<file path="config.mk">
export PLATFORM = sky130hd
export DESIGN_NAME = dmi_tl_bridge
export DESIGN_NICKNAME = d
export VERILOG_FILES = /design/src/rtl/dmi_tl_pkg.sv /design/src/rtl/dmi_tl_timeout_counter.sv /design/src/rtl/dmi_tl_bridge.sv
export SDC_FILE = /design/constraint.sdc
export NUM_CORES = 1
export LEC_CHECK = 0
export CORE_ASPECT_RATIO = 1.5
export CORE_MARGIN = 2
export CORE_UTILIZATION = 50
export DETAILED_ROUTE_END_ITERATION = 10
export DONT_BUFFER_PORTS = 1
export GPL_TIMING_DRIVEN = 1
export SLEW_MARGIN = 30
export SYNTH_ARGS = -nofsm -noshare
export SYNTH_HDL_FRONTEND = slang
export SYNTH_SLANG_ARGS = --single-unit
</file>
<file path="constraint.sdc">
create_clock -name clock -period 2.4 [get_ports clock]
set_input_delay 0.48 -clock clock [delete_from_list [all_inputs] [get_ports clock]]
set_output_delay 0.48 -clock clock [all_outputs]
set_load 0.02 [all_outputs]
</file>
<file path="src/rtl/dmi_tl_pkg.sv">
// rtl/dmi_tl_pkg.sv - shared encodings, FSM state and handshake flag helpers for the DMI to TL bridge
package dmi_tl_pkg;

    localparam int DMI_ADDR_W = 7;
    localparam int DMI_DATA_W = 32;
    localparam int TO_CNT_W   = 10;

    localparam logic [1:0] DMI_OP_NOP   = 2'd0;
    localparam logic [1:0] DMI_OP_READ  = 2'd1;
    localparam logic [1:0] DMI_OP_WRITE = 2'd2;
    localparam logic [1:0] DMI_OP_RSVD  = 2'd3;

    localparam logic [1:0] DMI_RESP_OK     = 2'd0;
    localparam logic [1:0] DMI_RESP_FAILED = 2'd2;
    localparam logic [1:0] DMI_RESP_BUSY   = 2'd3;

    localparam logic [2:0] TL_A_PUT_FULL        = 3'd0;
    localparam logic [2:0] TL_A_GET             = 3'd4;
    localparam logic [2:0] TL_D_ACCESS_ACK      = 3'd0;
    localparam logic [2:0] TL_D_ACCESS_ACK_DATA = 3'd1;

    typedef enum logic [1:0] {
        ST_IDLE,
        ST_ISSUE,
        ST_WAIT_D,
        ST_RESP
    } bridge_state_e;

    typedef struct packed {
        logic req_ready;
        logic a_valid;
        logic d_ready;
        logic resp_valid;
    } hs_flags_t;

    // Handshake outputs are a pure function of the state being entered, so they can be registered with it.
    function automatic hs_flags_t flags_for(input bridge_state_e s);
        hs_flags_t f;
        f.req_ready  = (s == ST_IDLE);
        f.a_valid    = (s == ST_ISSUE);
        f.d_ready    = (s != ST_RESP);
        f.resp_valid = (s == ST_RESP);
        return f;
    endfunction

    function automatic logic [2:0] expected_d_opcode(input logic is_read);
        return is_read ? TL_D_ACCESS_ACK_DATA : TL_D_ACCESS_ACK;
    endfunction

endpackage

</file>
<file path="src/rtl/dmi_tl_timeout_counter.sv">
// rtl/dmi_tl_timeout_counter.sv - saturating wait counter that flags when the D-channel wait has run out
module dmi_tl_timeout_counter
    import dmi_tl_pkg::*;
#(
    parameter int unsigned TIMEOUT_CYCLES = 255
) (
    input  logic clock,
    input  logic reset,
    input  logic clear,
    input  logic enable,
    output logic expired
);

    localparam logic [TO_CNT_W-1:0] LAST_COUNT = TO_CNT_W'(TIMEOUT_CYCLES - 1);

    logic [TO_CNT_W-1:0] count;

    // Saturates at the last count so a stalled state can never wrap back into a live window.
    always_ff @(posedge clock) begin
        if (reset || clear) begin
            count <= '0;
        end else if (enable && (count != LAST_COUNT)) begin
            count <= count + 1'b1;
        end
    end

    assign expired = (count == LAST_COUNT);

endmodule

</file>
<file path="src/rtl/dmi_tl_bridge.sv">
// rtl/dmi_tl_bridge.sv - single-outstanding DMI request to TileLink-UL A/D channel bridge
module dmi_tl_bridge
    import dmi_tl_pkg::*;
#(
    parameter int unsigned TIMEOUT_CYCLES = 255
) (
    input  logic                  clock,
    input  logic                  reset,
    input  logic                  dmi_req_valid,
    output logic                  dmi_req_ready,
    input  logic [1:0]            dmi_req_op,
    input  logic [DMI_ADDR_W-1:0] dmi_req_addr,
    input  logic [DMI_DATA_W-1:0] dmi_req_data,
    output logic                  dmi_resp_valid,
    input  logic                  dmi_resp_ready,
    output logic [DMI_DATA_W-1:0] dmi_resp_data,
    output logic [1:0]            dmi_resp_resp,
    output logic                  tl_a_valid,
    input  logic                  tl_a_ready,
    output logic [2:0]            tl_a_opcode,
    output logic [DMI_ADDR_W-1:0] tl_a_address,
    output logic [DMI_DATA_W-1:0] tl_a_data,
    output logic [3:0]            tl_a_mask,
    input  logic                  tl_d_valid,
    output logic                  tl_d_ready,
    input  logic [2:0]            tl_d_opcode,
    input  logic [DMI_DATA_W-1:0] tl_d_data,
    input  logic                  tl_d_denied
);

    bridge_state_e         state;
    hs_flags_t             flags_q;
    logic [1:0]            op_q;
    logic [DMI_ADDR_W-1:0] addr_q;
    logic [DMI_DATA_W-1:0] wdata_q;
    logic [DMI_DATA_W-1:0] rdata_q;
    logic [1:0]            resp_q;

    logic                  req_fire;
    logic                  a_fire;
    logic                  d_fire;
    logic                  is_read;
    logic                  d_ok;
    logic [DMI_DATA_W-1:0] d_resp_data;
    logic [1:0]            d_resp_code;
    logic                  wait_expired;

    assign dmi_req_ready  = flags_q.req_ready;
    assign tl_a_valid     = flags_q.a_valid;
    assign tl_d_ready     = flags_q.d_ready;
    assign dmi_resp_valid = flags_q.resp_valid;

    assign req_fire = dmi_req_valid && dmi_req_ready;
    assign a_fire   = tl_a_valid && tl_a_ready;
    assign d_fire   = tl_d_valid && tl_d_ready;

    // A-channel fields come only from the captured request.
    assign is_read      = (op_q == DMI_OP_READ);
    assign tl_a_opcode  = is_read ? TL_A_GET : TL_A_PUT_FULL;
    assign tl_a_address = addr_q;
    assign tl_a_data    = wdata_q;
    assign tl_a_mask    = 4'hF;

    // A denied beat or an ack of the wrong kind fails the access and never leaks data.
    assign d_ok        = !tl_d_denied && (tl_d_opcode == expected_d_opcode(is_read));
    assign d_resp_code = d_ok ? DMI_RESP_OK : DMI_RESP_FAILED;
    assign d_resp_data = (d_ok && is_read) ? tl_d_data : '0;

    assign dmi_resp_data = rdata_q;
    assign dmi_resp_resp = resp_q;

    dmi_tl_timeout_counter #(
        .TIMEOUT_CYCLES(TIMEOUT_CYCLES)
    ) u_timeout (
        .clock  (clock),
        .reset  (reset),
        .clear  (a_fire),
        .enable (state == ST_WAIT_D),
        .expired(wait_expired)
    );

    always_ff @(posedge clock) begin
        if (reset) begin
            state   <= ST_IDLE;
            flags_q <= flags_for(ST_IDLE);
            op_q    <= DMI_OP_NOP;
            addr_q  <= '0;
            wdata_q <= '0;
            rdata_q <= '0;
            resp_q  <= DMI_RESP_OK;
        end else begin
            case (state)
                ST_IDLE: begin
                    if (req_fire) begin
                        op_q    <= dmi_req_op;
                        addr_q  <= dmi_req_addr;
                        wdata_q <= (dmi_req_op == DMI_OP_WRITE) ? dmi_req_data : '0;
                        case (dmi_req_op)
                            DMI_OP_READ, DMI_OP_WRITE: begin
                                state   <= ST_ISSUE;
                                flags_q <= flags_for(ST_ISSUE);
                            end
                            DMI_OP_NOP: begin
                                rdata_q <= '0;
                                resp_q  <= DMI_RESP_OK;
                                state   <= ST_RESP;
                                flags_q <= flags_for(ST_RESP);
                            end
                            default: begin
                                rdata_q <= '0;
                                resp_q  <= DMI_RESP_FAILED;
                                state   <= ST_RESP;
                                flags_q <= flags_for(ST_RESP);
                            end
                        endcase
                    end
                end
                ST_ISSUE: begin
                    // A D beat before our A has gone out cannot belong to us and is dropped.
                    if (a_fire) begin
                        if (d_fire) begin
                            rdata_q <= d_resp_data;
                            resp_q  <= d_resp_code;
                            state   <= ST_RESP;
                            flags_q <= flags_for(ST_RESP);
                        end else begin
                            state   <= ST_WAIT_D;
                            flags_q <= flags_for(ST_WAIT_D);
                        end
                    end
                end
                ST_WAIT_D: begin
                    if (d_fire) begin
                        rdata_q <= d_resp_data;
                        resp_q  <= d_resp_code;
                        state   <= ST_RESP;
                        flags_q <= flags_for(ST_RESP);
                    end else if (wait_expired) begin
                        rdata_q <= '0;
                        resp_q  <= DMI_RESP_BUSY;
                        state   <= ST_RESP;
                        flags_q <= flags_for(ST_RESP);
                    end
                end
                ST_RESP: begin
                    if (dmi_resp_ready) begin
                        state   <= ST_IDLE;
                        flags_q <= flags_for(ST_IDLE);
                    end
                end
                default: begin
                    state   <= ST_IDLE;
                    flags_q <= flags_for(ST_IDLE);
                end
            endcase
        end
    end

endmodule

</file>
After elaboration in Yosys (flattened, before gate mapping)
Cells that the tools add are included.
{ "totals": {"output_inout_bits": 84, "word_cells": 76, "ff_bits": 91, "input_bits": 83} }
{ "classes": {"n_addsub": 1, "eq_ne": 15, "muxes": 34, "reduce_logical": 15} }
{ "ops": {"columns": ["cell", "n"], "rows": [
  ["$mux 32", 8],
  ["$pmux 32 s3", 1],
  ["$mux 2", 12],
  ["$mux 4", 5],
  ["$pmux 4 s4", 1],
  ["$add 10x1->10 const B", 1],
  ["$eq 10x8->1 const B", 1],
  ["$ne 10x8->1 const B", 1],
  ["$ne 2x2->1 const B", 4],
  ["$pmux 2 s4", 1],
  ["$eq 2x1->1 const B", 3],
  ["$eq 2x2->1 const B", 3],
  ["$logic_and 1x1->1", 6],
  ["$mux 3", 2],
  ["$pmux 2 s3", 1],
  ["$reduce_and 6->1", 1],
  ["$logic_not 2->1", 2],
  ["$pmux 2 s2", 1],
  ["$reduce_and 4->1", 1],
  ["$eq 3x1->1", 1],
  ["$ne 3x3->1 const B", 1],
  ["$reduce_bool 3->1", 1],
  ["$mux 1", 2],
  ["$ne 2x1->1 const B", 1],
  ["4 further kinds", 4]
]} }

Logic depth before layout (Yosys ltp)
Gate-level depths: netlist (run 1).
{ "logic_depth": {"depth_word": 9, "mapped_depth": 9, "ltp_nobuf": 6} }

Cells and area by module
From an unflattened synthesis (run 1), not the netlist that was laid out.
{ "unflattened": {"hier_cells": 463, "hier_area_um2": 4045.1} }
{ "by_module_without_submodules": {"columns": ["mod", "instances", "seq_area_each_um2", "cells_each", "area_each_um2"], "rows": [
  ["dmi_tl_bridge", 1, 1621.6, 405, 3517.1],
  ["dmi_tl_timeout_counter", 1, 200.2, 58, 528.0]
]} }

Worst setup path after synthesis (run 1)
Ideal clock, no wire load.
{ "synth_timing": {"path_type": "flip-flop to flip-flop", "start": "register u_timeout.count[0]", "end": "register resp_q[0] (netlist: dmi_resp_resp[0])", "arrival_ps": 1879, "t_required_ps": 2277, "period_less_slack_ps": 2003, "setup_ps": 123, "stages_incl_launch_ff": 9, "n_path_buf": 2, "setup_slack_ps": 397, "cell_sequence": "dfxtp_1 -> inv_1 -> ha_1 -> or3b_1 -> buf_2 -> o311ai_2 -> and3_1 -> buf_6 -> mux2_1"} }
{ "synth_between": {"elab_chain_cells": 3} }
{ "synth_rtl": {"columns": ["item", "line_no", "source"], "rows": [
  ["start, declared", "dmi_tl_timeout_counter.sv:16", "logic [TO_CNT_W-1:0] count;"],
  ["start signal, assigned", "dmi_tl_timeout_counter.sv:23", "count <= count + 1'b1;"],
  ["$eq 10x8->1", "dmi_tl_timeout_counter.sv:27", "assign expired = (count == LAST_COUNT);"],
  ["$ne 3x3->1 (no line)", null, null],
  ["$reduce_and 6->1 (no line)", null, null],
  ["end signal, assigned", "dmi_tl_bridge.sv:123", "resp_q <= d_resp_code;"],
  ["end signal, assigned", "dmi_tl_bridge.sv:135", "resp_q <= d_resp_code;"],
  ["end, declared", "dmi_tl_bridge.sv:37", "logic [1:0] resp_q;"]
]} }
No other way between the ends.
A chain may end at the register's enable or synchronous reset.

Final worst setup path (run 1)
{ "layout_timing": {"start": "register u_timeout.count[0]", "end": "register rdata_q[24] (netlist: dmi_resp_data[24])"} }
{ "layout_between": {"elab_chain_cells": 3} }
{ "layout_rtl": {"columns": ["item", "line_no", "source"], "rows": [
  ["$eq 10x8->1", "dmi_tl_timeout_counter.sv:27", null],
  ["$ne 3x3->1 (no line)", null, null],
  ["$reduce_and 6->1 (no line)", null, null],
  ["end signal, assigned", "dmi_tl_bridge.sv:122", "rdata_q <= d_resp_data;"],
  ["end signal, assigned", "dmi_tl_bridge.sv:134", "rdata_q <= d_resp_data;"],
  ["end, declared", "dmi_tl_bridge.sv:36", "logic [DMI_DATA_W-1:0] rdata_q;"]
]} }
No other way between the ends.

==> results by stage, run 1 <==
Final layout:
- The final antenna diode count is 0.
- Compared with the post-synthesis result, the final layout area differs by 7.58%.
- Of the cells placed in the final design, the portion with a size suffix greater than 1 is ~6.5%.
- After the last flow step, the layout net total stands at 533.

Synthesis:
- After synthesis the cells add up to a little under 4000 sq um.
- The combinational family with the most area after synthesis is simple AND/OR/NAND/NOR gates.
- The total of flip-flops plus latches after synthesis is 91.
- The synthesized netlist devotes between 20 and 25% of its cell area to simple gates.
- The cell type with the largest total area after synthesis is sky130_fd_sc_hd__dfxtp_1.
- Of the synthesized area, sequential elements account for 46.8%.
- The Yosys step of the flow raised 0 warnings.
- The adder-cell share of the synthesized area is 2.89%.
- sky130_fd_sc_hd__nand2_1 is the most common cell in the netlist.
- Counting flops with a built-in enable in the synthesized netlist gives 0.
- The fraction of registers with async set/reset is 0%.
- In the synthesized netlist the dominant register cell turns out to be sky130_fd_sc_hd__dfxtp_1.
- The synthesized netlist devotes 11.7% of its cell area to compound gates.
- Of the total synthesized cell area, the portion taken by XOR and XNOR cells is between 1.5 and 2%.
- The mean cell area of the mapped netlist is about 8.6 sq um.
- The number of different library cells in the post-synthesis netlist is 47.
- Multiplexer cells account for between 8 and 9% of the synthesized area.
- The fraction of synthesized cell area taken by the top area cell type is a little under half.
- Ranked by instance count, the synthesized netlist is headed by sky130_fd_sc_hd__nand2_1, sky130_fd_sc_hd__dfxtp_1, sky130_fd_sc_hd__a21oi_1, sky130_fd_sc_hd__nand3_1, sky130_fd_sc_hd__mux2i_1.
- By area the synthesized netlist is led by sky130_fd_sc_hd__dfxtp_1, sky130_fd_sc_hd__nand2_1, sky130_fd_sc_hd__mux2i_1, sky130_fd_sc_hd__a21oi_1, sky130_fd_sc_hd__nand3_1.
- After technology mapping, the gate count stands at approximately 450.

Floorplan:
- The core area is 7610 sq um.
- The initial cell density of the core is between 50% and 60%.
- The number of rows created at floorplan is 39.
- The die is ~110 microns tall.
- The die boundary width is between 70 and 80 microns.
- Pin placement for this block handled 167 I/O pins.
- The total die area is ~8500 sq um.

Placed design:
- The wire-length estimate of the detail-placed layout is 5.95 mm.
- The count of input and output buffers is 0.
- The global placer's final weighted congestion is between 0.8 and 0.9.

Setup path:
- The signal on the critical path passes through inv_1, ha_1, or3b_1, o311ai_2, and3_2, buf_12, mux2i_1.
- The largest single stage delay on the critical path is between 400 and 500 ps.
- In this run the worst path has a maximum fanout of 32.
- The required time of the critical path is 2660 ps.
- The critical path's top delay family is simple AND/OR/NAND/NOR gates.
- Tracing the worst setup path back leads to its startpoint at u_timeout.count[0].
- For the worst setup path, the data arrival time is between 2000 and 2500 ps.
- The library cell contributing the largest single delay on the critical path is sky130_fd_sc_hd__or3b_1.
- The worst setup path category is flip-flop to flip-flop.
- The worst setup path is captured at a flip-flop.
- The worst register-to-register path begins at u_timeout.count[0].
- The worst setup path is launched from a flip-flop.
- Together, buffers and inverters on the worst path number 2.

STA:
- Hold timing on the final database bottoms out at a slack of about 220 ps.
- The final-report setup violation count is 0.
- The post-route minimum period is between 2000 and 2500 ps.
- The number of hold-slack violations in the final timing report was 0.
- Setup repair after global routing left no endpoint under its margin.
- The summed negative setup slack over all endpoints is 0 ps.
- The number of max-slew violations in the final report is 0.
- The clock arrives with between 5 and 6 ps of skew.
- Derived from the worst setup path, the maximum achievable clock frequency is ~0.47 GHz.
- The post-route fraction of the period consumed by the critical path is ~90%.

Drt:
- The first TritonRoute pass finished after 4 iterations.
- The mean number of vias per cell is ~5.4.
- The number of design rule violations left after detail routing is 0.
- Wires add up to 8.47 mm.
- After the first detailed-routing iteration, the DRC count stood at between 150 and 200.
- The number of nets with antenna violations after detailed routing is 0.
- The average routed wire per standard cell is roughly 15 microns.
- The overall via count from detail_route is 2981.

Global route:
- In the global route stage, overall resource usage came out at ~20%.
- The first global-routing pass estimated 13.7 mm of wire.
- The global-route congestion overflow total is 0.
- The number of antenna violations at the first check in global routing is 0.
- The via count of the first global-routing pass came to between 2000 and 3000.
- Entering global routing, the biggest net connects 54 pins.

Min path:
- The startpoint of the lowest-slack hold path is reset.
- The path class of the lowest-slack min-delay path is input pin to flip-flop.

Pwr:
- For this design the ratio of total power to cell area is between 1000 and 1500 nW/um^2.
- The leakage power is roughly 0.0015 uW.
- The worst-case vdd ir drop is 0.558 mV.

Clock network:
- The clock latency at the later pin of the worst-skew pair is around 330 ps.
- The number of buffers inserted to repair setup after CTS is 0.
- The number of resized instances in the post-cts repair step is 0.
- The quantity of hold-fixing buffers added after cts is 0.
- The H-tree was split into 3 levels.
- The longest clock path from root to sink contains 2 buffers.
- The clock buffer count from CTS is 9.
- The library cell used as clock root buffer is sky130_fd_sc_hd__clkbuf_16.
- The clock tree from TritonCTS is done.
- After clock tree synthesis, the clock-pin slew on the worst setup and hold paths is around 60 ps.
- The clock sink count is 91.

Flow run:
- Max-cap violations in this run came to 0.

Outcome:
- The flow ran to the end, and the final reports show no timing, DRC or antenna violations.
==> worst paths after layout <==
| path | to | slack (ps) | depth (start not counted) |
|---|---|---|---|
| min reg2reg | op_q[1] | 450 | 2 |
| max reg2reg | dmi_resp_data[24] | 290 | 7 |
| max | dmi_resp_data[24] | 290 | 7 |
| min | dmi_resp_valid | 220 | 1 |
==> power by group <==
group | switching (uW) | leakage (uW) | internal (uW)
clock | 553 | 0.000142 | 830
combinational | 619 | 0.000606 | 430
sequential | 217 | 0.000737 | 1630
total | 1390 | 0.00148 | 2890
==> state kept, by name (all words and copies together), names as in the netlist <==
| register | count |
|---|---|
| tl_a_valid | 1 |
| dmi_resp_valid | 1 |
| tl_a_address | 7 |
| dmi_req_ready | 1 |
| dmi_resp_data | 32 |
| op_q | 2 |
| u_timeout.count | 10 |
| state | 2 |
| dmi_resp_resp | 2 |
| tl_d_ready | 1 |
| tl_a_data | 32 |
==> stage by stage <==
stage	instance area [sq um]	worst slack [ps]	std cells	total power [uW]	utilization (%)
after floorplan	3910	397	458	2840	-
after global placement	3900	369	532	2920	51.2
after detailed placement	3900	301	532	2930	51.2
after CTS	4190	276	547	4330	55.1
after global routing	4190	160	547	4490	55.1
final	4190	292	547	4280	55.1
==> cell families after synthesis <==
family / after synthesis
and+or+nand+nor: 192
DFF: 91
AOI/OAI and AO/OA: 73
buffers and inverters: 46
muxes: 33
adders and majority gates: 9
xor gates and xnor gates: 8
other: 2
==> area by class of cell <==
| type | count | area, sq um |
|---|---|---|
| inverter | 8 | 30.0 |
| clock inverter | 4 | 51.3 |
| sequential | 91 | 1820 |
| multi-input combinational | 321 | 1830 |
| fill | 716 | 3420 |
| timing repair buffer | 10 | 87.6 |
| tap | 102 | 128 |
| clock buffer | 11 | 243 |
==> routing by layer <==
layer	wire (microns)	GRT usage [%]
met5	0	0
met4	178	10.4
met3	737	6.35
met2	4180	33.6
met1	3380	21.8
==> layout by cell type, fill, tap and decap left out, drive strengths merged, types with 4 or more instances in the layout <==
| cell | Yosys | final |
|---|---|---|
| a21oi | 44 | 44 |
| inv | 7 | 7 |
| buf | 13 | 10 |
| clkbuf | 25 | 11 |
| and3 | 5 | 5 |
| nand4 | 5 | 5 |
| a211o | 4 | 4 |
| nand3 | 33 | 33 |
| mux2i | 32 | 32 |
| xor2 | 6 | 6 |
| nand2 | 123 | 123 |
| conb | 2 | 6 |
| dfxtp | 91 | 91 |
| nor2 | 11 | 11 |
| ha | 9 | 9 |
No activity file was read; power rests on OpenSTA's default activity.
==> inputs of run 2 (changes only) <==
--- a/config.mk
+++ b/config.mk
@@ -11,6 +11,7 @@
 export DETAILED_ROUTE_END_ITERATION = 10
 export DONT_BUFFER_PORTS = 1
 export GPL_TIMING_DRIVEN = 1
+export PLACE_DENSITY = 0.68
 export SLEW_MARGIN = 30
 export SYNTH_ARGS = -nofsm -noshare
 export SYNTH_HDL_FRONTEND = slang
==> constraint.sdc (replaced) <==
create_clock -name clock -period 1.9 [get_ports clock]
set_input_delay 0.38 -clock clock [delete_from_list [all_inputs] [get_ports clock]]
set_output_delay 0.38 -clock clock [all_outputs]
set_load 0.02 [all_outputs]
==> results by stage, run 2 (synthesized netlist as in run 1, its figures left out) <==
STA:
- The summed negative setup slack over all endpoints is -364 ps (was 0 ps).
- Unrepaired setup endpoints after global routing: yes (was no).
- The post-route fraction of the period consumed by the critical path is 104% (was 87.8%).
- The worst hold slack after final layout is 107 ps (was 217 ps).
- The number of hold-slack violations in the final timing report is 0 (unchanged).
- The number of max-slew violations in the final report was 0 (unchanged).
- The maximum clock skew at final layout is 5.18 ps (was 5.26 ps).
- The post-route minimum period is 1980 ps (was 2110 ps).
- The maximum frequency from static timing analysis came to 0.504 GHz (was 0.474 GHz).
- The final-report setup violation count is 15 (was 0).
- The minimum setup slack in the final design is -83.3 ps (was 292 ps).

Drt:
- The average routed wire per standard cell came to 16.1 microns (was 15.5 microns).
- The number of detailed-route iterations in the first pass is 7 (was 4).
- The initial detailed-routing violation count was 134 (was 168).
- The number of design rule violations left after detail routing is 0 (unchanged).
- The number of nets with antenna violations after detailed routing is 0 (unchanged).
- The mean number of vias per cell is 5.51 (was 5.45).
- The total detailed-routing wirelength was 9.24 mm (was 8.47 mm).
- The overall via count from detail_route is 3171 (was 2981).

Clock network:
- The number of levels the H-tree was split into is 3 (unchanged).
- The clock latency at the later pin of the worst-skew pair is 340 ps (was 330 ps).
- The clock input transition at the sequential cells of the worst setup and hold paths is 60 ps (about the same).
- The deepest clock path buffer count is 2 (unchanged).
- The clock tree from TritonCTS is done (unchanged).
- The library cell used as clock root buffer is sky130_fd_sc_hd__clkbuf_16 (unchanged).
- The clock sink count is 91 (unchanged).
- The clock buffer count from CTS came to 9 (unchanged).

Setup path:
- The required time of the critical path is 2160 ps (was 2660 ps).
- The kind of capture point of the worst setup path is a flip-flop (unchanged).
- The count of buffering cells on the critical path with inverters included came to 3 (was 2).
- The worst stage delay on the critical path was 390 ps (was 450 ps).
- The worst setup path category is flip-flop to flip-flop (unchanged).
- The worst path arrival time is 2240 ps (was 2370 ps).
- Critical path, cell by cell: inv_2, ha_1, or3b_4, o311ai_4, and3_4, buf_12, clkbuf_16, mux2i_1 (was inv_1, ha_1, or3b_1, o311ai_2, and3_2, buf_12, mux2i_1).
- The library cell contributing the largest single delay on the critical path is sky130_fd_sc_hd__or3b_4 (was sky130_fd_sc_hd__or3b_1).
- The largest fanout on the critical path is 6 (was 32).
- The kind of launch point of the worst setup path is a flip-flop (unchanged).
- The critical path's top delay family is simple AND/OR/NAND/NOR gates (unchanged).

Floorplan:
- The top-level I/O count is 167 (unchanged).
- The number of rows created at floorplan is 39 (unchanged).
- The initial cell density of the core is 51.2% (unchanged).
- The core area is 7610 sq um (unchanged).
- The total die area is 8530 sq um (unchanged).
- The vertical extent of the die is 112 microns (unchanged).
- The die boundary width is 76.1 microns (unchanged).

Final layout:
- The final antenna diode count is 0 (unchanged).
- The area growth from synthesis to layout is 16.9% (was 7.58%).
- Highest-count cells in the layout ignoring fill and taps: sky130_fd_sc_hd__nand2_1, sky130_fd_sc_hd__dfxtp_1, sky130_fd_sc_hd__a21oi_1 (unchanged).
- The commonest non-fill, non-tap cell in the layout is sky130_fd_sc_hd__nand2_1 (unchanged).
- The total of fill cells in the finished design is 681 (was 716).
- The layout cell share with drive strength beyond 1 is 14.4% (was 6.52%).
- The total number of nets in the final design is 560 (was 533).

Outcome:
- Run status: complete, but fails checks (was completed).
- The final reports fail on negative setup slack.

Global route:
- The wire length of the first global-routing pass came to 15.0 mm (was 13.7 mm).
- The number of antenna violations at the first check in global routing is 0 (unchanged).
- The global-route congestion overflow total is 0 (unchanged).
- The via count of the first global-routing pass is 3138 (was 2881).
- The largest net degree at the start of global routing was 54 (unchanged).
- The aggregate global-route resource usage was 21.6% (was 19.7%).

Placed design:
- The detailed placer's ending HPWL is 6.39 mm (was 5.95 mm).
- The count of input and output buffers came to 0 (unchanged).
- The global placer's final weighted congestion was 0.939 (was 0.843).
- The pre-CTS setup slack is -83.0 ps (was 301 ps).

Pwr:
- The total power draw is 6190 uW (was 4280 uW).
- The total power density per cell area is 1360 nW/um^2 (was 1020 nW/um^2).
- The leakage power is 0.00166 uW (was 0.00148 uW).
- The worst-case vdd ir drop was 0.668 mV (was 0.558 mV).

Min path:
- The path class of the lowest-slack min-delay path is input pin to flip-flop (unchanged).

Flow run:
- The max-capacitance violation count came to 0 (unchanged).
[run 2: changes by cell type in the layout (fill, tap and decap cells not counted), sizes merged]
cell	change
clkinv	-1
bufinv	+1
buf	+26
inv	+1
clkinvlp	+1
[run 2: worst paths after layout]
kind	slack, ps	end	cells after the start	start
max	-80	dmi_resp_data[20]	8	u_timeout.count[0]
min	110	dmi_resp_resp[1]	1	reset
max reg2reg	-80	dmi_resp_data[20]	8	u_timeout.count[0]
min reg2reg	450	op_q[1]	2	op_q[1]
[run 2: area by class of cell]
class / instances / area, sq um / share of cell area [%]
clock inverters: 6 / 88.8 / 1.95
multi-input cells: 321 / 1870 / 41.1
inverters: 8 / 30.0 / 0.659
repair buffers: 37 / 382 / 8.38
clock buffers: 10 / 229 / 5.03
well taps: 102 / 128 / 2.80
flip-flops and latches: 91 / 1830 / 40.1
[run 2: per-stage QoR]
step                utilization (%)  cell area, sq um  instances
floorplan                         -              3930        458
global placement               54.0              4110        553
detailed placement             54.0              4110        553
CTS                            58.7              4470        571
global route                   59.8              4560        575
finish                         59.8              4560        575
[run 2: worst reg2reg max path, stage by stage, from the launching register on]
cell and delay, ps:
sky130_fd_sc_hd__dfxtp_2 320, sky130_fd_sc_hd__inv_2 40, sky130_fd_sc_hd__ha_1 130, sky130_fd_sc_hd__or3b_4 390, sky130_fd_sc_hd__o311ai_4 250, sky130_fd_sc_hd__and3_4 300
sky130_fd_sc_hd__buf_12 120, sky130_fd_sc_hd__clkbuf_16 140, sky130_fd_sc_hd__mux2i_1 210
[run 2: layer usage]
metal | wire (microns) | vias up | global-route usage (%)
met3 | 767 | 12 | 6.99
met4 | 129 | 0 | 9.94
met5 | 0 | - | 0
met1 | 3590 | 1476 | 23.6
li1 | - | 1550 | -
met2 | 4760 | 133 | 38.0
[run 2: power breakdown]
part           internal [uW]  total (uW)  leakage (uW)  switching [uW]
Combinational           1010        2040      0.000778            1040
Sequential              2060        2270      0.000738             204
Clock                   1150        1880      0.000149             727
[run 2: timing repair]
item | in CTS | in global routing
cloned | 1 | 1
buffers inserted | 1 | 3
resized for setup | 3 | 9
setup endpoints to repair | 28 | 43
pin swaps | 1 | 3
endpoints found under the hold margin | 0 | 0
hold buffers | 0 | 0
